File: config.mk
export PLATFORM = sky130hd
export DESIGN_NAME = julia_dispatch_rr
export DESIGN_NICKNAME = d
export VERILOG_FILES = /design/src/rtl/julia_dispatch_pkg.sv /design/src/rtl/julia_dispatch_rr_arbiter.sv /design/src/rtl/julia_dispatch_rr.sv
export SDC_FILE = /design/constraint.sdc
export NUM_CORES = 1
export LEC_CHECK = 0
export ABC_AREA = 1
export BUFFER_PORTS_ARGS = -buffer_cell sky130_fd_sc_hd__buf_2
export CAP_MARGIN = 30
export CORE_ASPECT_RATIO = 2
export CORE_MARGIN = 8
export CORE_UTILIZATION = 50
export CTS_BUF_LIST = sky130_fd_sc_hd__clkbuf_4
export CTS_CLUSTER_SIZE = 24
export DETAILED_ROUTE_END_ITERATION = 8
export PLACE_DENSITY = 0.72
export SLEW_MARGIN = 10
export SYNTH_ARGS = -nofsm -noshare
export SYNTH_HDL_FRONTEND = slang
export SYNTH_SLANG_ARGS = --single-unit
File: constraint.sdc
create_clock -name clk -period 7.9 [get_ports clk]
set_input_delay 1.58 -clock clk [delete_from_list [all_inputs] [get_ports clk]]
set_output_delay 1.58 -clock clk [all_outputs]
set_load 0.005 [all_outputs]
File: src/rtl/julia_dispatch_pkg.sv
// rtl/julia_dispatch_pkg.sv - shared state encoding and default widths for the Julia pixel dispatcher
package julia_dispatch_pkg;

    localparam int DEF_NUM_WORKERS = 16;
    localparam int DEF_X_BITS      = 10;
    localparam int DEF_Y_BITS      = 10;

    typedef enum logic [1:0] {
        IDLE     = 2'd0,
        DISPATCH = 2'd1,
        DRAIN    = 2'd2,
        DONE     = 2'd3
    } disp_state_e;

    // Index width that stays legal for a single-worker build.
    function automatic int idx_bits(input int n);
        return (n > 1) ? $clog2(n) : 1;
    endfunction

endpackage

File: src/rtl/julia_dispatch_rr_arbiter.sv
// rtl/julia_dispatch_rr_arbiter.sv - combinational round-robin pick, search starts at ptr_i
module julia_dispatch_rr_arbiter #(
    parameter int N  = 16,
    parameter int PW = 4
) (
    input  logic [N-1:0]  req_i,
    input  logic [PW-1:0] ptr_i,
    output logic [N-1:0]  grant_o,
    output logic [PW-1:0] idx_o,
    output logic          valid_o
);

    int j;

    always_comb begin
        grant_o = '0;
        idx_o   = '0;
        valid_o = 1'b0;
        j       = 0;
        for (int i = 0; i < N; i++) begin
            j = int'(ptr_i) + i;
            if (j >= N) begin
                j = j - N;
            end
            if (!valid_o && req_i[j]) begin
                valid_o    = 1'b1;
                grant_o[j] = 1'b1;
                idx_o      = PW'(j);
            end
        end
    end

endmodule

File: src/rtl/julia_dispatch_rr.sv
// rtl/julia_dispatch_rr.sv - raster-order pixel dispatcher feeding Julia workers by round-robin
module julia_dispatch_rr
    import julia_dispatch_pkg::*;
#(
    parameter int NUM_WORKERS = DEF_NUM_WORKERS,
    parameter int X_BITS      = DEF_X_BITS,
    parameter int Y_BITS      = DEF_Y_BITS
) (
    input  logic                          clk,
    input  logic                          rst,
    input  logic                          start,
    input  logic                          abort,
    input  logic [X_BITS-1:0]             frame_w,
    input  logic [Y_BITS-1:0]             frame_h,
    input  logic [NUM_WORKERS-1:0]        jw_dp_ready,
    output logic [NUM_WORKERS-1:0]        dp_jw_start,
    output logic [NUM_WORKERS*X_BITS-1:0] x_reg,
    output logic [NUM_WORKERS*Y_BITS-1:0] y_reg,
    output logic                          busy,
    output logic                          done,
    output logic [X_BITS+Y_BITS-1:0]      pix_count
);

    localparam int PW = idx_bits(NUM_WORKERS);
    localparam int CW = X_BITS + Y_BITS;

    disp_state_e                   state_q, state_d;
    logic [X_BITS-1:0]             cur_x_q, cur_x_d, fw_q;
    logic [Y_BITS-1:0]             cur_y_q, cur_y_d, fh_q;
    logic [NUM_WORKERS-1:0]        pend_q, pend_d, start_q;
    logic [PW-1:0]                 ptr_q, ptr_d;
    logic [NUM_WORKERS*X_BITS-1:0] x_q;
    logic [NUM_WORKERS*Y_BITS-1:0] y_q;
    logic [CW-1:0]                 pix_q;
    logic                          done_q;
    logic [NUM_WORKERS-1:0]        grant_oh;
    logic [PW-1:0]                 grant_idx;
    logic                          grant_vld;
    logic                          start_ok, size_zero, row_end, last_pix, dispatch;

    assign start_ok  = start && !abort && (state_q == IDLE || state_q == DONE);
    assign size_zero = (frame_w == '0) || (frame_h == '0);
    assign row_end   = (cur_x_q == fw_q - X_BITS'(1));
    assign last_pix  = row_end && (cur_y_q == fh_q - Y_BITS'(1));

    // A worker whose ready has not yet fallen after a dispatch is held off by pend_q.
    julia_dispatch_rr_arbiter #(.N(NUM_WORKERS), .PW(PW)) u_arb (
        .req_i   (jw_dp_ready & ~pend_q),
        .ptr_i   (ptr_q),
        .grant_o (grant_oh),
        .idx_o   (grant_idx),
        .valid_o (grant_vld)
    );

    always_ff @(posedge clk) begin
        if (rst) begin
            state_q <= IDLE;
        end else begin
            state_q <= state_d;
        end
    end

    always_comb begin
        state_d = state_q;
        case (state_q)
            IDLE:     if (start_ok) state_d = size_zero ? DONE : DISPATCH;
            DISPATCH: if (grant_vld && last_pix) state_d = DRAIN;
            DRAIN:    if (pend_q == '0 && (&jw_dp_ready)) state_d = DONE;
            DONE:     state_d = start_ok ? (size_zero ? DONE : DISPATCH) : IDLE;
            default:  state_d = IDLE;
        endcase
        if (abort) begin
            state_d = IDLE;
        end
    end

    always_comb begin
        busy     = (state_q == DISPATCH) || (state_q == DRAIN);
        dispatch = (state_q == DISPATCH) && grant_vld && !abort;
    end

    always_comb begin
        cur_x_d = cur_x_q;
        cur_y_d = cur_y_q;
        pend_d  = pend_q & jw_dp_ready;
        ptr_d   = ptr_q;
        if (dispatch) begin
            pend_d = pend_d | grant_oh;
            ptr_d  = (grant_idx == PW'(NUM_WORKERS - 1)) ? '0 : grant_idx + PW'(1);
            if (row_end) begin
                cur_x_d = '0;
                cur_y_d = cur_y_q + Y_BITS'(1);
            end else begin
                cur_x_d = cur_x_q + X_BITS'(1);
            end
        end
        if (start_ok) begin
            cur_x_d = '0;
            cur_y_d = '0;
        end
        if (abort) begin
            pend_d = '0;
        end
    end

    always_ff @(posedge clk) begin
        if (rst) begin
            cur_x_q <= '0;
            cur_y_q <= '0;
            fw_q    <= '0;
            fh_q    <= '0;
            pend_q  <= '0;
            ptr_q   <= '0;
            start_q <= '0;
            x_q     <= '0;
            y_q     <= '0;
            pix_q   <= '0;
            done_q  <= 1'b0;
        end else begin
            cur_x_q <= cur_x_d;
            cur_y_q <= cur_y_d;
            pend_q  <= pend_d;
            ptr_q   <= ptr_d;
            start_q <= dispatch ? grant_oh : '0;
            done_q  <= (state_q == DONE) && !abort;
            if (start_ok) begin
                fw_q  <= frame_w;
                fh_q  <= frame_h;
                pix_q <= '0;
            end else if (dispatch) begin
                pix_q <= pix_q + CW'(1);
            end
            if (dispatch) begin
                x_q[int'(grant_idx)*X_BITS +: X_BITS] <= cur_x_q;
                y_q[int'(grant_idx)*Y_BITS +: Y_BITS] <= cur_y_q;
            end
        end
    end

    assign dp_jw_start = start_q;
    assign x_reg       = x_q;
    assign y_reg       = y_q;
    assign done        = done_q;
    assign pix_count   = pix_q;

endmodule

After elaboration in Yosys (flattened, before gate mapping)
Cells that the tools add are included.
- register bits after elaboration: 419
- output and inout bits: 358
- logic and storage cells: 354
- $add $sub $neg: 38
- multipliers: 1
- magnitude comparators: 48
- eq/ne operators: 9
- shifts and indexed selects: 3
- multiplexer cells: 155
- bitwise gates (word level): 20
- reductions and logical operators: 68
- operator list (operator ; count):
    $ge 32x1->1 const B ; 16
    $lt 32x6->1 const B ; 16
    $mux 32 ; 16
    $ge 32x6->1 const B ; 15
    $sub 32x6->32 const B ; 15
    $bwmux 160 ; 2
    $shiftx 10x33->160 ; 2
    $mux 16 ; 17
    $or 16x16->16 ; 16
    $shift 10x33->160 const A ; 1
    $mux 4 ; 17
    $bmux 1 s4 ; 16
    $demux 1 s4 ; 16
    $mux 1 ; 64
    $add 4x4->5 const B ; 8
    $logic_and 1x1->1 ; 39
    $neg 8->33 ; 1
    $and 16x16->16 ; 2
    $add 10x1->10 const B ; 2
    $add 20x1->20 const B ; 1
    $add 4x3->5 const B ; 4
    $eq 10x10->1 ; 2
    $logic_not 10->1 ; 2
    $sub 10x1->10 const B ; 2
    other kinds (23) ; 50

Logic depth before layout (Yosys ltp)
Gate-level depths: netlist of run 1.
- depth in word-level cells: 55
- mapped depth: 47
- mapped depth without buffers: 46

Hierarchy
Synthesis of run 1 repeated with hierarchy kept, for this count alone.
- cells, all modules: 3814
- area, all modules: 24036.8 um^2
- by module, submodules not included (module ; instances ; cells an instance ; area an instance (um^2)):
    julia_dispatch_rr ; 1 ; 2808 ; 19366.1
    julia_dispatch_rr_arbiter ; 1 ; 1006 ; 4670.7

Worst setup path before layout of run 1
No wires, ideal clock.
- path type: input port to flip-flop
- from: in jw_dp_ready[13]
- to: reg x_q[152], in the netlist x_reg[152]
- setup time: 116 ps
- arrival: 6535 ps
- slack: 1249 ps
- stages: 35
- path buffers: 3
- cell sequence: nand3_1 nand3_1 nand3_1 nand3_1 nand2_2 nand3_1 nor2_4 nand4_4 nor2_4 nand4_4 nor3_1 nor2_1 nand3_1 nand2_1 inv_1 buf_2 ha_1 ha_1 inv_1 fa_1 inv_1 nor2_1 inv_1 nor2_1 nand2_1 inv_1 ha_1 buf_2 inv_1 nand3_1 nor2_2 buf_2 nand3_1 o21ai_0 nor2_1
- cells in the longest elaborated chain, start to end: 54
- ends and longest elaborated chain (what ; line ; source):
    start: declaration ; julia_dispatch_rr.sv:15 ; input logic [NUM_WORKERS-1:0] jw_dp_ready,
    $and 16x16->16 (*) ; julia_dispatch_rr.sv:48 ; .req_i (jw_dp_ready & ~pend_q),
    $bmux 1 s4 ; julia_dispatch_rr_arbiter.sv:25 ; if (!valid_o && req_i[j]) begin
    $mux 1 (implied by the code) (2 in a row) ; julia_dispatch_rr_arbiter.sv:25 ;
    $mux 1 ; julia_dispatch_rr_arbiter.sv:25 ;
    $logic_not 1->1 ; julia_dispatch_rr_arbiter.sv:25 ;
    $logic_and 1x1->1 ; julia_dispatch_rr_arbiter.sv:25 ;
    $mux 1 ; julia_dispatch_rr_arbiter.sv:25 ;
    $logic_not 1->1 ; julia_dispatch_rr_arbiter.sv:25 ;
    [... 37 more ...] ; - ;
    $mux 1 ; julia_dispatch_rr_arbiter.sv:25 ;
    $logic_not 1->1 ; julia_dispatch_rr_arbiter.sv:25 ;
    $logic_and 1x1->1 ; julia_dispatch_rr_arbiter.sv:25 ;
    $mux 4 ; julia_dispatch_rr_arbiter.sv:25 ;
    $mul 4x3->7 ; julia_dispatch_rr.sv:134 ; x_q[int'(grant_idx)*X_BITS +: X_BITS] <= cur_x_q;
    $neg 8->33 ; julia_dispatch_rr.sv:134 ;
    $shiftx 10x33->160 or $shift 10x33->160 (tied branches) ; julia_dispatch_rr.sv:134 ;
    $bwmux 160 ; julia_dispatch_rr.sv:134 ;
    end signal: indexed assignment ; julia_dispatch_rr.sv:134 ;
    end: declaration ; julia_dispatch_rr.sv:32 ; logic [NUM_WORKERS*X_BITS-1:0] x_q;
Every way passes the cells marked *; elsewhere a longest branch is shown, timed or not. The select of a mux whose other input is x is not followed.
A chain may end at the register's enable or synchronous reset.

Final worst setup path of run 1
- from: reg ptr_q[0]
- to: reg y_q[139], in the netlist y_reg[139]
- cells in the longest elaborated chain, start to end: 55
- ends and longest elaborated chain (what ; line ; source):
    start: declaration ; julia_dispatch_rr.sv:31 ; logic [PW-1:0] ptr_q, ptr_d;
    start signal: assignment ; julia_dispatch_rr.sv:123 ; ptr_q <= ptr_d;
    parallel branches: the longest is 55 deep, another holds $sub 32x6->32 ; - ;
    end signal: indexed assignment ; julia_dispatch_rr.sv:135 ; y_q[int'(grant_idx)*Y_BITS +: Y_BITS] <= cur_y_q;
    end: declaration ; julia_dispatch_rr.sv:33 ; logic [NUM_WORKERS*Y_BITS-1:0] y_q;
Several ways; the timed one is not identified. The select of a mux whose other input is x is not followed.

==> impl_results.md, run 1 <==
* Power consumption at 7.52 mW
* Root Buffer Master: clkbuf_4
* Register Area at 0.00839 mm²
* Slowest CP cell: dfxtp_1
* CTS tree: done
* Syn_area_per_cell at 6.28 µm²
* CP endpoint kind: register
* Starting Density at 50.6%
* Status: finished, final reports clean
* Non-filler cells, final at 5291
* Die area at 0.0576 mm²
* Register bit total from synthesis at 419
* Post-CTS Resized at 0
* Initial drt markers at 2626
* WHS Path Cells at 2
* Hold Path Class: reg2reg
* Share of cells above drive strength 1 at 20.5%
* Sequential share of the synthesized area at 33.7%
* Dpl hpwl at 94500 µm
* # rows at 115
* Post-CTS setup buffer count at 0
* RSZ-0062 raised after global routing: no
* Multi-input logic area at 0.0138 mm²
* Antenna violations before repair at 8
* Netlist cell types at 61
* Vias in the first global route at 29800
* Reg2Reg Depth at 37
* Fill cells at 4939
* First-pass GRT wire length at 182000 µm
* Reg-to-reg slack, setup at 550 ps
* Number of remaining DRC errors at 0
* CP startpoint: ptr_q[0]
* Final Setup Violations at 0
* Later-pin clock latency in the skew report at 880 ps
* Synth Cell Area at 0.0249 mm²
* Worst flop-to-flop path startpoint: ptr_q[0]
* Setup tns final at 0 ps
* Leakage power at 14.8 nW
* Largest net degree at the start of global routing at 95
* Hold path start: y_reg[150]
* Post-synth EDFFs at 0
* Worst-Margin Slew at 993 ps
* Post-Place Cells at 5114
* Area Growth Syn to Fin at 22.9%
* Setup Skew at 49.9 ps
* Async SR Flop Fraction at 0%
* Cts bufs inserted at 95
* Port buffer count at 397
* Yosys warns at 0
* DR vias/cell at 5.74
* Hold buffers post-CTS at 0
* Hold Path End: y_reg[150]
* RePlAce Congestion at 1.10
* Via count at 30300
* Pwr dens at 246 mW/mm²
* CTS H-Tree Depth at 3
* Post-synth net total at 4036
* Sinks on Clock Net at 419
* Max-slew headroom at 33.8%
* Routed WL at 124000 µm
* Slew Limit Fails at 0
* Core ar. at 0.0492 mm²
* Most used cell, CP: inv_1
* Worst EP arrival at 8150 ps
* Reg-to-Reg End: y_reg[139]
* Synth Instances at 3963
* Worst stage delay on the critical path at 610 ps
* Longest Clk Path Bufs at 3
* I/O pin count at 398
* Crit-path max FO at 23
* Max rail drop VDD at 193 µV
* Tmin final at 7350 ps
* Req. time, crit path at 8710 ps
* GRT Overall Usage at 41.6%
* Final Util at 62.2%
* Fmax at 136 MHz
* Drt pass-1 iters at 7
* Max cap viols at 0
* Final Cycle Share at 93.0%
* Die X at 174 µm
* Prevailing post-synth register cell: dfxtp_1
* Final Hold Vio Count at 0
* Post-DRT Antenna Nets at 0
* Total congestion overflow at 0
* Clock Pin Slew Worst Setup and Hold Paths at 70 ps
* Routed wire length per instance at 23.3 µm
* Die height at 332 µm
* Kind of critical path: reg2reg
* Nets at 4646
* Setup crit start kind: register
-- kinds of logic (layout without fill, tap and decap cells) --
family	after synthesis	after routing	synth area share (%)
and+or+nand+nor	2129	2129	37.6
buffers and inverters	696	1373	10.9
AOI/OAI and AO/OA	652	652	14.8
DFF	419	419	33.7
xor gates and xnor gates	34	34	1.27
adders and majority gates	33	33	1.69
other	0	8	0
-- per-stage QoR --
stage | hold slack [ps] | area, µm² | setup WS (ps)
after global placement | 427 | 29300 | 647
after CTS | 441 | 30500 | 584
after global routing | 462 | 30600 | 146
after detailed placement | 432 | 29400 | 594
final | 439 | 30600 | 552
after floorplan | 436 | 24900 | 1250
-- placed cells by master (no fill, tap or decap), types with 6 or more instances in the layout --
| cell | count |
|---|---|
| nand2_1 | 881 |
| nor2_1 | 689 |
| inv_1 | 484 |
| dfxtp_1 | 418 |
| buf_2 | 396 |
| buf_4 | 273 |
| nand3_1 | 270 |
| o21ai_0 | 247 |
| a21oi_1 | 226 |
| clkbuf_4 | 136 |
| nand4_1 | 117 |
| nor3_1 | 49 |
| o21ai_1 | 48 |
| o2111ai_1 | 41 |
| clkinv_1 | 32 |
| ha_1 | 31 |
| xor2_1 | 29 |
| nor3b_1 | 22 |
| inv_2 | 21 |
| buf_12 | 19 |
| a221oi_1 | 17 |
| nor2_2 | 15 |
| nand3_2 | 14 |
| o211ai_1 | 13 |
| nand4_4 | 12 |
| o22ai_1 | 12 |
| a211oi_1 | 12 |
| nand2_2 | 11 |
| nor4_1 | 11 |
| or2_2 | 10 |
| diode_2 | 8 |
| nor2_4 | 7 |
| o21ai_2 | 6 |
| o21a_1 | 6 |
-- where the power goes --
part           switching, mW  total (mW)  internal (mW)
clock                  0.913        1.73          0.814
combinational           2.51        3.63           1.12
sequential            0.0226        2.16           2.14
-- critical path: cells and delay by family, from the launching register on --
kind / cells / cell delay, ps
simple gates: 15 / 2640
buf+inv: 12 / 1640
fa+ha+maj: 5 / 1460
flops: 1 / 610
compound gates: 4 / 570
xor+xnor: 1 / 350
-- routing by layer --
metal | wire length [µm] | global-route usage [%]
met5 | 13 | 1.99
met1 | 39400 | 38.2
met3 | 10600 | 12.9
met2 | 59600 | 70.8
met4 | 13900 | 40.9
-- worst max-delay path by stage --
stage | endpoint | slack [ps] | cells past startpoint
after floorplan | x_reg[152] | 1250 | 35
after global placement | x_reg[139] | 650 | 37
final | y_reg[139] | 550 | 37
after detailed placement | y_reg[139] | 590 | 38
after global routing | x_reg[11] | 150 | 37
after CTS | y_reg[139] | 580 | 37
-- Yosys cell counts, types with 7 or more instances --
cell / number / share of area (%)
nand4_4: 12 / 1.0
ha_1: 32 / 1.6
buf_4: 7 / 0.21
clkinv_1: 9 / 0.14
inv_1: 486 / 7.3
nor3b_1: 22 / 0.66
xor2_1: 29 / 1.0
a21oi_1: 226 / 4.5
dfxtp_1: 419 / 34
nor2_2: 13 / 0.33
nand2_2: 11 / 0.28
nand3_1: 270 / 5.4
buf_2: 42 / 0.84
inv_2: 21 / 0.32
nand2_1: 881 / 13
nand3_2: 14 / 0.56
a221oi_1: 18 / 0.63
buf_1: 25 / 0.38
nor4_1: 11 / 0.28
o211ai_1: 13 / 0.39
o22ai_1: 12 / 0.30
nor3_1: 49 / 0.98
clkbuf_1: 101 / 1.5
o21ai_1: 48 / 0.96
nor2_1: 692 / 10
o21ai_0: 248 / 5.0
nand4_1: 117 / 2.9
or2_2: 10 / 0.25
a211oi_1: 12 / 0.36
o2111ai_1: 41 / 1.4
-- area by class of cell --
type	count	share of cell area, %
clock buffer	133	3.26
antenna	8	0.0654
clock inverter	31	0.560
tap	643	2.63
timing repair buffer	691	14.5
inverter	518	6.40
sequential	419	27.4
multi-input combinational	2848	45.2
No activity file was read; power rests on OpenSTA's default activity.
==> run 2, diff against run 1 <==
--- a/config.mk
+++ b/config.mk
@@ -8,13 +8,15 @@
 export ABC_AREA = 1
 export BUFFER_PORTS_ARGS = -buffer_cell sky130_fd_sc_hd__buf_2
 export CAP_MARGIN = 30
+export CELL_PAD_IN_SITES_DETAIL_PLACEMENT = 1
+export CELL_PAD_IN_SITES_GLOBAL_PLACEMENT = 1
 export CORE_ASPECT_RATIO = 2
 export CORE_MARGIN = 8
-export CORE_UTILIZATION = 50
+export CORE_UTILIZATION = 41
 export CTS_BUF_LIST = sky130_fd_sc_hd__clkbuf_4
 export CTS_CLUSTER_SIZE = 24
 export DETAILED_ROUTE_END_ITERATION = 8
-export PLACE_DENSITY = 0.72
+export PLACE_DENSITY_LB_ADDON = 0.1
 export SLEW_MARGIN = 10
 export SYNTH_ARGS = -nofsm -noshare
 export SYNTH_HDL_FRONTEND = slang
==> run 2 against run 1 <==
  * Sequential power hardly changed
  * Cell count increased by 0.25%
  * Cell area fell by 2.7%
  * Flip-flop and latch count unchanged
  * Power shrank 4.5%
  * Global-route usage shrank 9.3 points
  * Setup slack better by 98 ps
  * Routed wire length down 6.8%
  * Largest power group unchanged
==> impl_results.md, run 2 (synthesis gave the netlist of run 1 again) <==
* Worst-Margin Slew at 914 ps
* Power Internal at 3.82 mW
* Die X at 190 µm
* Hold buffers post-CTS at 0
* Via count at 29400
* Setup Skew at 69.6 ps
* Setup crit start kind: register
* Setup ws final at 650 ps
* Dpl hpwl at 88300 µm
* Largest net degree at the start of global routing at 118
* Initial drt markers at 2055
* Starting Density at 41.1%
* Tmin final at 7250 ps
* Sinks on Clock Net at 419
* Most frequent cells in the layout: nand2_1, nor2_1, inv_1, dfxtp_1, buf_2
* Die height at 365 µm
* Req. time, crit path at 8780 ps
* Final Cycle Share at 91.8%
* WHS Path Cells at 2
* Root Buffer Master: clkbuf_4
* RSZ-0062 raised after global routing: no
* Vias in the first global route at 29900
* Port buffer count at 397
* Longest Clk Path Bufs at 3
* Sequential power share at 30.1%
* Max rail drop VDD at 207 µV
* Leakage power at 14.2 nW
* GRT Overall Usage at 32.3%
* Clock network power share at 26.0%
* I/O pin count at 398
* DR vias/cell at 5.53
* Worst EP arrival at 8130 ps
* Place WS at 352 ps
* Antenna violations before repair at 2
* Worst stage delay on the critical path at 480 ps
* Drt pass-1 iters at 5
* Max cap viols at 0
* Sw power at 3.36 mW
* Delay-heaviest family, CP: simple AND/OR/NAND/NOR gates
* Fmax at 138 MHz
* First-pass GRT wire length at 175000 µm
* Nets at 4514
* RePlAce Congestion at 0.989
* Critical path depth in cells at 40
* Hold Path Class: reg2reg
* CP bufs+invs at 13
* Max-slew headroom at 39.0%
* Pwr dens at 241 mW/mm²
* Routed wire length per instance at 21.7 µm
* Number of remaining DRC errors at 0
* Area Growth Syn to Fin at 19.6%
* CTS tree: done
* Kind of critical path: reg2reg
* Routed WL at 115000 µm
* CTS H-Tree Depth at 3
* # rows at 128
* Post-CTS Resized at 0
* Commonest non-fill, non-tap cell in the layout: nand2_1
* Die area at 0.0694 mm²
* Share of cells above drive strength 1 at 18.3%
* Cts bufs inserted at 101
* Post-CTS setup buffer count at 0
* Clock Pin Slew Worst Setup and Hold Paths at 80 ps
* Final Hold Vio Count at 0
* Core ar. at 0.0605 mm²
* Reg2Reg Depth at 40
* Setup tns final at 0 ps
* Comb power frac at 43.9%
* Later-pin clock latency in the skew report at 990 ps
* Final Setup Violations at 0
* Slew Limit Fails at 0
* Crit-path max FO at 19
* Status: finished, final reports clean
* Post-DRT Antenna Nets at 0
* CP endpoint kind: register
* Total congestion overflow at 0
* Slowest CP cell: dfxtp_1
* Net Sw Frac at 46.8%
-- run 2: per-layer routing --
metal	vias to the layer above	wire, µm	GRT usage, %
li1	13900	-	-
met1	14000	49100	40.3
met2	1163	52700	52.9
met3	298	7410	5.31
met4	0	5810	17.0
met5	-	0	0
-- run 2: final cells by class --
cell class,instances,area (µm²)
Sequential cell,419,8390
Tap cell,780,976
Timing Repair Buffer,553,3350
Clock inverter,34,176
Antenna cell,2,5.00
Fill cell,8451,30700
Multi-Input combinational cell,2848,13800
Inverter,518,1960
Clock buffer,150,1130
-- run 2: worst paths after layout --
kind | from | end | slack [ps]
min | y_reg[54] | y_reg[54] | 450
max reg2reg | ptr_q[0] | y_reg[6] | 650
max | ptr_q[0] | y_reg[6] | 650
min reg2reg | y_reg[54] | y_reg[54] | 450
-- run 2: tightest hold or removal path, delay by kind of cell, from the launching register on --
kind,cells,cell delay (ps)
AOI/OAI and AO/OA,1,50
buffers and inverters,1,50
DFF,1,320
-- run 2: power groups by stage --
stage | sequential (mW) | combinational, mW | clock, mW
CTS | 2.16 | 3.08 | 1.93
global placement | 2.21 | 3.03 | 0
finish | 2.16 | 3.15 | 1.87
floorplan | 2.21 | 1.85 | 0
global route | 2.16 | 3.34 | 2.01
detailed placement | 2.21 | 3.07 | 0
-- run 2: metrics by stage --
stage                     area, µm²  instances  total power, mW  hold WS, ps  util [%]
after floorplan               24900       3963             4.05          436         -
after global placement        28400       5113             5.24          429      46.9
after detailed placement      28400       5115             5.28          442      46.9
after CTS                     29700       5299             7.17          456      49.1
after global routing          29800       5304             7.52          473      49.2
final                         29800       5304             7.18          453      49.2
